**src/rtl/dest_check_arbiter_pkg.sv**
```systemverilog
// Shared definitions for the destination-check arbiter.
//   - WordWidthDefault : default destination / node ID width
//   - state_e          : 3-bit FSM state encoding
//   - clog2_f          : ceiling log2, minimum result 1 (usable for index widths)
package dest_check_arbiter_pkg;

  localparam int unsigned WordWidthDefault = 16;

  typedef enum logic [2:0] {
    StIdle   = 3'd0,
    StEnable = 3'd1,
    StStart  = 3'd2,
    StWait   = 3'd3,
    StResp   = 3'd4
  } state_e;

  function automatic int unsigned clog2_f(input int unsigned value);
    int unsigned res;
    res = 0;
    while ((32'd1 << res) < value) begin
      res = res + 1;
    end
    if (res == 0) begin
      res = 1;
    end
    return res;
  endfunction

endpackage

```
**src/rtl/dest_check_arbiter_if.sv**
```systemverilog
// Bundle of requester-side and engine-side signals of the destination-check arbiter.
//   slave  : arbiter view (consumes req/req_dest/engine results, drives grant/resp/engine controls)
//   master : environment view (requesters + comparison engine)
interface dest_check_arbiter_if
  import dest_check_arbiter_pkg::*;
#(
  parameter int unsigned NUM_REQ    = 4,
  parameter int unsigned WORD_WIDTH = WordWidthDefault
);

  localparam int unsigned IdxW = clog2_f(NUM_REQ);

  logic [NUM_REQ-1:0]            req;
  logic [NUM_REQ*WORD_WIDTH-1:0] req_dest;
  logic [NUM_REQ-1:0]            grant;
  logic                          busy;
  logic                          resp_valid;
  logic [IdxW-1:0]               resp_id;
  logic                          resp_is_dest;
  logic                          resp_timeout;
  logic                          eng_en;
  logic                          eng_start;
  logic [WORD_WIDTH-1:0]         eng_dest_id;
  logic                          eng_iamDestination;
  logic                          eng_done;

  modport slave (
    input  req, req_dest, eng_iamDestination, eng_done,
    output grant, busy, resp_valid, resp_id, resp_is_dest, resp_timeout,
    output eng_en, eng_start, eng_dest_id
  );

  modport master (
    output req, req_dest, eng_iamDestination, eng_done,
    input  grant, busy, resp_valid, resp_id, resp_is_dest, resp_timeout,
    input  eng_en, eng_start, eng_dest_id
  );

endinterface

```
**src/rtl/dest_check_arbiter_rr_pick.sv**
```systemverilog
// Combinational round-robin selector.
//   req_i  : request vector
//   last_i : index of the most recently served requester
//   win_o  : one-hot winner (first set bit searching from last_i+1, wrapping)
//   idx_o  : winner index
//   any_o  : at least one request is set
module dest_check_arbiter_rr_pick #(
  parameter int unsigned NUM_REQ = 4,
  parameter int unsigned IdxW    = 2
) (
  input  logic [NUM_REQ-1:0] req_i,
  input  logic [IdxW-1:0]    last_i,
  output logic [NUM_REQ-1:0] win_o,
  output logic [IdxW-1:0]    idx_o,
  output logic               any_o
);

  always_comb begin
    int unsigned k;
    logic [IdxW-1:0] kk;
    win_o = '0;
    idx_o = '0;
    any_o = 1'b0;
    k     = 0;
    kk    = '0;
    for (int unsigned i = 1; i <= NUM_REQ; i++) begin
      k  = (32'(last_i) + i) % NUM_REQ;
      kk = IdxW'(k);
      if (!any_o && req_i[kk]) begin
        any_o     = 1'b1;
        win_o[kk] = 1'b1;
        idx_o     = kk;
      end
    end
  end

endmodule

```
**src/rtl/dest_check_arbiter.sv**
```systemverilog
// Shares one destination-check engine among NUM_REQ requesters. A round-robin
// winner's destination word is latched, the engine is sequenced through
// enable -> start -> wait-for-done, and a one-cycle tagged result is returned.
//   clock / nrst : clock, asynchronous active-low reset
//   bus (slave)  : req/req_dest in, grant/busy/resp_* out, eng_* engine handshake
// Optional build macro DCA_TIMEOUT_EN: bounds WAIT to TIMEOUT cycles and reports
// resp_timeout; without it WAIT is unbounded and resp_timeout is tied 0.
module dest_check_arbiter
  import dest_check_arbiter_pkg::*;
#(
  parameter int unsigned NUM_REQ    = 4,
  parameter int unsigned WORD_WIDTH = WordWidthDefault,
  parameter int unsigned TIMEOUT    = 15
) (
  input  logic                  clock,
  input  logic                  nrst,
  dest_check_arbiter_if.slave   bus
);

  localparam int unsigned IdxW = clog2_f(NUM_REQ);

  state_e                 state_q, state_d;
  logic [IdxW-1:0]        idx_q, idx_d;
  logic [IdxW-1:0]        last_q, last_d;
  logic [WORD_WIDTH-1:0]  dest_q, dest_d;
  logic [NUM_REQ-1:0]     grant_q, grant_d;
  logic                   eng_en_q, eng_en_d;
  logic                   eng_start_q, eng_start_d;
  logic                   busy_q, busy_d;
  logic                   resp_valid_q, resp_valid_d;
  logic [IdxW-1:0]        resp_id_q, resp_id_d;
  logic                   resp_is_dest_q, resp_is_dest_d;

`ifdef DCA_TIMEOUT_EN
  localparam int unsigned CntW = clog2_f(TIMEOUT + 1);
  logic [CntW-1:0]        cnt_q, cnt_d;
  logic                   resp_timeout_q, resp_timeout_d;
`else
  logic                   unused_timeout_cfg;
  assign unused_timeout_cfg = ^TIMEOUT;
`endif

  logic [NUM_REQ-1:0]     pick_win;
  logic [IdxW-1:0]        pick_idx;
  logic                   pick_any;
  logic [WORD_WIDTH-1:0]  pick_dest;

  dest_check_arbiter_rr_pick #(
    .NUM_REQ (NUM_REQ),
    .IdxW    (IdxW)
  ) u_rr_pick (
    .req_i  (bus.req),
    .last_i (last_q),
    .win_o  (pick_win),
    .idx_o  (pick_idx),
    .any_o  (pick_any)
  );

  // Constant-index mux keeps the slice select free of width-mismatched offsets.
  always_comb begin
    pick_dest = '0;
    for (int k = 0; k < int'(NUM_REQ); k++) begin
      if (pick_win[k]) begin
        pick_dest = bus.req_dest[k*WORD_WIDTH +: WORD_WIDTH];
      end
    end
  end

  always_comb begin
    state_d        = state_q;
    idx_d          = idx_q;
    last_d         = last_q;
    dest_d         = dest_q;
    grant_d        = '0;
    eng_en_d       = 1'b0;
    eng_start_d    = 1'b0;
    resp_valid_d   = 1'b0;
    resp_id_d      = resp_id_q;
    resp_is_dest_d = resp_is_dest_q;
`ifdef DCA_TIMEOUT_EN
    cnt_d          = cnt_q;
    resp_timeout_d = resp_timeout_q;
`endif
    unique case (state_q)
      StIdle: begin
        if (pick_any) begin
          idx_d    = pick_idx;
          dest_d   = pick_dest;
          grant_d  = pick_win;
          eng_en_d = 1'b1;
          state_d  = StEnable;
        end
      end
      StEnable: begin
        eng_start_d = 1'b1;
        state_d     = StStart;
      end
      StStart: begin
        state_d = StWait;
`ifdef DCA_TIMEOUT_EN
        cnt_d   = '0;
`endif
      end
      StWait: begin
        // eng_done is only trusted here; the ENABLE pulse has cleared any stale level.
        if (bus.eng_done) begin
          state_d        = StResp;
          resp_valid_d   = 1'b1;
          resp_id_d      = idx_q;
          resp_is_dest_d = bus.eng_iamDestination;
`ifdef DCA_TIMEOUT_EN
          resp_timeout_d = 1'b0;
        end else if (cnt_q == CntW'(TIMEOUT - 1)) begin
          state_d        = StResp;
          resp_valid_d   = 1'b1;
          resp_id_d      = idx_q;
          resp_is_dest_d = 1'b0;
          resp_timeout_d = 1'b1;
        end else begin
          cnt_d = cnt_q + 1'b1;
`endif
        end
      end
      StResp: begin
        last_d  = idx_q;
        state_d = StIdle;
      end
      default: state_d = StIdle;
    endcase
    busy_d = (state_d != StIdle);
  end

  always_ff @(posedge clock or negedge nrst) begin
    if (!nrst) begin
      state_q        <= StIdle;
      idx_q          <= '0;
      last_q         <= IdxW'(NUM_REQ - 1);
      dest_q         <= '0;
      grant_q        <= '0;
      eng_en_q       <= 1'b0;
      eng_start_q    <= 1'b0;
      busy_q         <= 1'b0;
      resp_valid_q   <= 1'b0;
      resp_id_q      <= '0;
      resp_is_dest_q <= 1'b0;
`ifdef DCA_TIMEOUT_EN
      cnt_q          <= '0;
      resp_timeout_q <= 1'b0;
`endif
    end else begin
      state_q        <= state_d;
      idx_q          <= idx_d;
      last_q         <= last_d;
      dest_q         <= dest_d;
      grant_q        <= grant_d;
      eng_en_q       <= eng_en_d;
      eng_start_q    <= eng_start_d;
      busy_q         <= busy_d;
      resp_valid_q   <= resp_valid_d;
      resp_id_q      <= resp_id_d;
      resp_is_dest_q <= resp_is_dest_d;
`ifdef DCA_TIMEOUT_EN
      cnt_q          <= cnt_d;
      resp_timeout_q <= resp_timeout_d;
`endif
    end
  end

  assign bus.grant        = grant_q;
  assign bus.busy         = busy_q;
  assign bus.resp_valid   = resp_valid_q;
  assign bus.resp_id      = resp_id_q;
  assign bus.resp_is_dest = resp_is_dest_q;
  assign bus.eng_en       = eng_en_q;
  assign bus.eng_start    = eng_start_q;
  assign bus.eng_dest_id  = dest_q;
`ifdef DCA_TIMEOUT_EN
  assign bus.resp_timeout = resp_timeout_q;
`else
  assign bus.resp_timeout = 1'b0;
`endif

endmodule

```
**src/flat_wrapper.sv**
```systemverilog
// flat-port wrapper written by rule: the top's interface ports become plain ports
module dest_check_arbiter_flat import dest_check_arbiter_pkg::*;
#(
  parameter int unsigned NUM_REQ    = 4,
  parameter int unsigned WORD_WIDTH = WordWidthDefault,
  parameter int unsigned TIMEOUT    = 15
)
  (clock, nrst, bus_req, bus_req_dest, bus_eng_iamDestination, bus_eng_done, bus_grant, bus_busy, bus_resp_valid, bus_resp_id, bus_resp_is_dest, bus_resp_timeout, bus_eng_en, bus_eng_start, bus_eng_dest_id);
  dest_check_arbiter_if #(.NUM_REQ(NUM_REQ), .WORD_WIDTH(WORD_WIDTH)) bus_i ();
  input  logic clock;
  input  logic nrst;
  input wire logic [$bits(bus_i.req)-1:0] bus_req;
  input wire logic [$bits(bus_i.req_dest)-1:0] bus_req_dest;
  input wire logic [$bits(bus_i.eng_iamDestination)-1:0] bus_eng_iamDestination;
  input wire logic [$bits(bus_i.eng_done)-1:0] bus_eng_done;
  output wire logic [$bits(bus_i.grant)-1:0] bus_grant;
  output wire logic [$bits(bus_i.busy)-1:0] bus_busy;
  output wire logic [$bits(bus_i.resp_valid)-1:0] bus_resp_valid;
  output wire logic [$bits(bus_i.resp_id)-1:0] bus_resp_id;
  output wire logic [$bits(bus_i.resp_is_dest)-1:0] bus_resp_is_dest;
  output wire logic [$bits(bus_i.resp_timeout)-1:0] bus_resp_timeout;
  output wire logic [$bits(bus_i.eng_en)-1:0] bus_eng_en;
  output wire logic [$bits(bus_i.eng_start)-1:0] bus_eng_start;
  output wire logic [$bits(bus_i.eng_dest_id)-1:0] bus_eng_dest_id;
  assign bus_i.req = bus_req;
  assign bus_i.req_dest = bus_req_dest;
  assign bus_i.eng_iamDestination = bus_eng_iamDestination;
  assign bus_i.eng_done = bus_eng_done;
  assign bus_grant = bus_i.grant;
  assign bus_busy = bus_i.busy;
  assign bus_resp_valid = bus_i.resp_valid;
  assign bus_resp_id = bus_i.resp_id;
  assign bus_resp_is_dest = bus_i.resp_is_dest;
  assign bus_resp_timeout = bus_i.resp_timeout;
  assign bus_eng_en = bus_i.eng_en;
  assign bus_eng_start = bus_i.eng_start;
  assign bus_eng_dest_id = bus_i.eng_dest_id;
  dest_check_arbiter #(.NUM_REQ(NUM_REQ), .WORD_WIDTH(WORD_WIDTH), .TIMEOUT(TIMEOUT)) u_core (.clock(clock), .nrst(nrst), .bus(bus_i));
endmodule
```
**config.mk**
```make
export PLATFORM = sky130hd
export DESIGN_NAME = dest_check_arbiter_flat
export DESIGN_NICKNAME = d
export VERILOG_FILES = /design/src/rtl/dest_check_arbiter_pkg.sv /design/src/rtl/dest_check_arbiter_if.sv /design/src/rtl/dest_check_arbiter_rr_pick.sv /design/src/rtl/dest_check_arbiter.sv /design/src/flat_wrapper.sv
export SDC_FILE = /design/constraint.sdc
export NUM_CORES = 1
export LEC_CHECK = 0
export BUFFER_PORTS_ARGS = -buffer_cell sky130_fd_sc_hd__clkbuf_2
export CORE_UTILIZATION = 45
export DETAILED_ROUTE_END_ITERATION = 10
export GPL_ROUTABILITY_DRIVEN = 1
export GPL_TIMING_DRIVEN = 0
export PLACE_DENSITY = 0.81
export SLEW_MARGIN = 20
export SYNTH_ARGS = -nofsm -noshare
export SYNTH_HDL_FRONTEND = slang
export SYNTH_SLANG_ARGS = --single-unit
```
**constraint.sdc**
```tcl
create_clock -name clock -period 6.3 [get_ports clock]
set_clock_uncertainty 0.05 [all_clocks]
set_input_delay 0.945 -clock clock [delete_from_list [all_inputs] [get_ports clock]]
set_output_delay 0.945 -clock clock [all_outputs]
set_load 0.02 [all_outputs]
```
==> reports/metrics.cfg <==
[clock_network]
root_buffer=clkbuf_8
cts.repair.resized=0
cts.path.max_buffers=2
worstSkewPairLatency_ns=0.29
cts_sinks=34
cts_hold_repair.buffers=0
cts_buffers=5
h-tree-depth=2
path_clk_slew_ns=0.07
cts_setup_buffers=0
cts_tree=yes

[cells_and_area]
drive_gt1_frac=0.4480
area_growth_syn_to_layout_pct=27.22
fin_nets=425
diodes=0
final_area_um2=3123
final_util=0.6038
fillers=451
final_cells=416

[timing]
max_slew.worst_pin.slew_ns=0.8648
fmax_mhz=261.4
setup_ws_ns=2.475
slew_viol_final=0
holdWs_ns=0.4579
setup_viol_count_final=0
layout_min_cycle_time_ns=3.825
max_slew_margin=0.4235
finalHoldViolations=0
post-route-period-util=0.6072
setup_tns_ns=0
rsz0062_at_grt=no

[yosys]
synth_nets=321
ys_ff_latch=34
syn_inst=241
ys_warn_count=0
synth_edf_count=0
avgSynthCellArea_um2=10.19
synthesis.area_um2=2455
ys_seq_area_frac=0.3476
async_reset_ff_frac=1.000
ys.flop_type=dfrtp_1
yosys.cell_types.count=47

[power]
vdd.ir_drop.worst_mv=0.1782
power_mw=1.570
p_leak_nw=1.503
power.density_nw_per_um2=502.8

[placement]
dp_slack_ns=2.584
placed_area_um2=3028
portBuffers=97
gp_congestion=0.8933
hpwlAfterDp_mm=5.280
dp_cells=408

[critical_path]
cp.required_ns=6.42
rr_startpoint=u_core.last_q[1]$_DFFE_PN1N_
reg2reg_to=u_core.bus.eng_dest_id[13]$_DFFE_PN0P_
crit_type=reg -> reg
r2r_cells=11
endpoint=u_core.bus.eng_dest_id[13]$_DFFE_PN0P_
critPathArrivalTime_ns=3.95
cp_max_fo=10
cp-startpoint=u_core.last_q[1]$_DFFE_PN1N_
startpoint_type=flop
cp-end-kind=flop
r2r_slack_ns=2.47

[global_routing]
grt_max_degree=35
grt_pass1_wl_mm=10.60
track_usage=0.2466
grt_pass1_vias=2259
grt_overflow=0
antenna_found_initial=0

[detailed_routing]
wl_met3_um=372
viasPerCell=5.700
wl_met1_mm=2.790
remaining_drc_errors=0
vias=2371
routed.top_layer=met4
drtIter0Drc=114
ant_nets=0
wl_per_cell_um=16.40
first_pass_iters=4
route.final.wire_length_mm=6.824
dr_wl_met2_mm=3.568

[floorplanning]
ioPinCount=100
fp-row-count=26
start_util=0.4746
fp.dieH_um=75.86
die-area_um2=5755
die_w_um=75.86
core_area_um2=5172

[hold_path]
min_path_type=reg -> reg

[status]
status=completed

[flow_run]
maxCapViolCount=0

## sequential cells by signal, summed over array words and instances (netlist names)
name                     flops
u_core.bus.eng_start         1
u_core.last_q                2
u_core.state_q               3
u_core.bus.resp_id           2
u_core.bus.eng_en            1
u_core.bus.grant             4
u_core.bus.resp_valid        1
u_core.bus.resp_is_dest      1
u_core.bus.eng_dest_id      16
u_core.idx_q                 2
u_core.bus.busy              1
## synthesized netlist by cell type (all sizes together), types with 2 or more instances
library cell   n  share of area
a21oi         13          0.031
mux4           3          0.028
o211ai        14          0.059
nand3b         4          0.012
a2bb2oi       14          0.050
o31ai          2         0.0061
inv            4         0.0061
nor2           7          0.011
dfrtp         32           0.33
buf           13          0.040
mux2           5          0.023
mux2i          3          0.012
nor2b          5          0.013
dfstp          2          0.021
and3          18          0.046
nand2         26          0.043
clkbuf         6         0.0092
a21o           2         0.0061
o32a           2         0.0082
nor3b          3         0.0092
ha             8          0.041
a221oi        18          0.099
nor3           5          0.010
nand3         14          0.029
o21ai          5          0.012
## per-layer routing
layer | global-route usage | up-vias
li1 | - | 1137
met1 | 0.2984 | 1145
met2 | 0.4248 | 81
met3 | 0.04630 | 8
met4 | 0.1111 | 0
met5 | 0 | -
## area by class of cell
class | count | area (um2) | area share
Multi-Input combinational cell | 183 | 1463 | 0.4683
Sequential cell | 34 | 853.3 | 0.2732
Timing Repair Buffer | 97 | 485.5 | 0.1554
Buffer | 19 | 120.1 | 0.03846
Tap cell | 70 | 87.58 | 0.02804
Clock buffer | 6 | 82.58 | 0.02644
Inverter | 5 | 18.77 | 0.006010
Clock inverter | 2 | 12.51 | 0.004006
## layout by cell type, fill, tap and decap left out, types with 2 or more instances in the layout
cell type,count
clkbuf_2,97
dfrtp_1,32
nand2_1,25
and3_1,18
a2bb2oi_1,14
nand3_1,14
a221oi_2,11
a21oi_1,10
o211ai_2,8
ha_1,8
nor2_1,7
clkbuf_1,6
buf_2,6
a221oi_1,6
o211ai_1,6
clkbuf_8,6
nor3_1,5
nor2b_1,5
mux2_2,5
buf_6,4
inv_1,4
nand3b_1,4
nor3b_1,3
mux4_2,3
a21oi_2,3
mux2i_1,3
buf_4,3
o21ai_0,2
a21o_1,2
o31ai_1,2
o32a_1,2
o21ai_1,2
dfstp_2,2
## power breakdown
| part | internal, mW | switching [mW] | total (mW) | leakage, nW |
|---|---|---|---|---|
| logic | 0.429 | 0.592 | 1.02 | 1.03 |
| clock network | 0.0878 | 0.0835 | 0.171 | 0.0472 |
| registers | 0.315 | 0.0630 | 0.378 | 0.427 |
| total | 0.832 | 0.739 | 1.57 | 1.50 |
## cells by family after synthesis
logic type,count (synthesis),synth area share
AO/OA/AOI/OAI,75,0.3017
other,1,0.001528
multiplexers,11,0.06269
AND/OR/NAND/NOR,88,0.1891
adder cells (fa/ha/maj),8,0.04078
flip-flops,34,0.3476
buffers and inverters,24,0.05657
## how the worst min path moves through the flow
stage                                              startpoint                             endpoint  cells after the start
after floorplan                   u_core.idx_q[1]$_DFFE_PN0P_          u_core.idx_q[1]$_DFFE_PN0P_                      2
after global placement    u_core.bus.resp_is_dest$_DFFE_PN0P_  u_core.bus.resp_is_dest$_DFFE_PN0P_                      1
after detailed placement    u_core.bus.resp_id[1]$_DFFE_PN0P_    u_core.bus.resp_id[1]$_DFFE_PN0P_                      1
after CTS                   u_core.bus.resp_id[1]$_DFFE_PN0P_    u_core.bus.resp_id[1]$_DFFE_PN0P_                      1
after global routing        u_core.bus.resp_id[1]$_DFFE_PN0P_    u_core.bus.resp_id[1]$_DFFE_PN0P_                      1
final                       u_core.bus.resp_id[1]$_DFFE_PN0P_    u_core.bus.resp_id[1]$_DFFE_PN0P_                      1
## critical path: stages (launching register included)
cell      delay, ns
dfstp_2        0.58
clkbuf_1       0.37
inv_1          0.17
ha_1           0.43
mux4_2         0.24
buf_2          0.22
nor2b_1        0.55
a21o_1         0.17
nand2_1        0.21
buf_4          0.28
a221oi_2       0.33
o211ai_2       0.09
No activity file was read; power rests on OpenSTA's default activity.
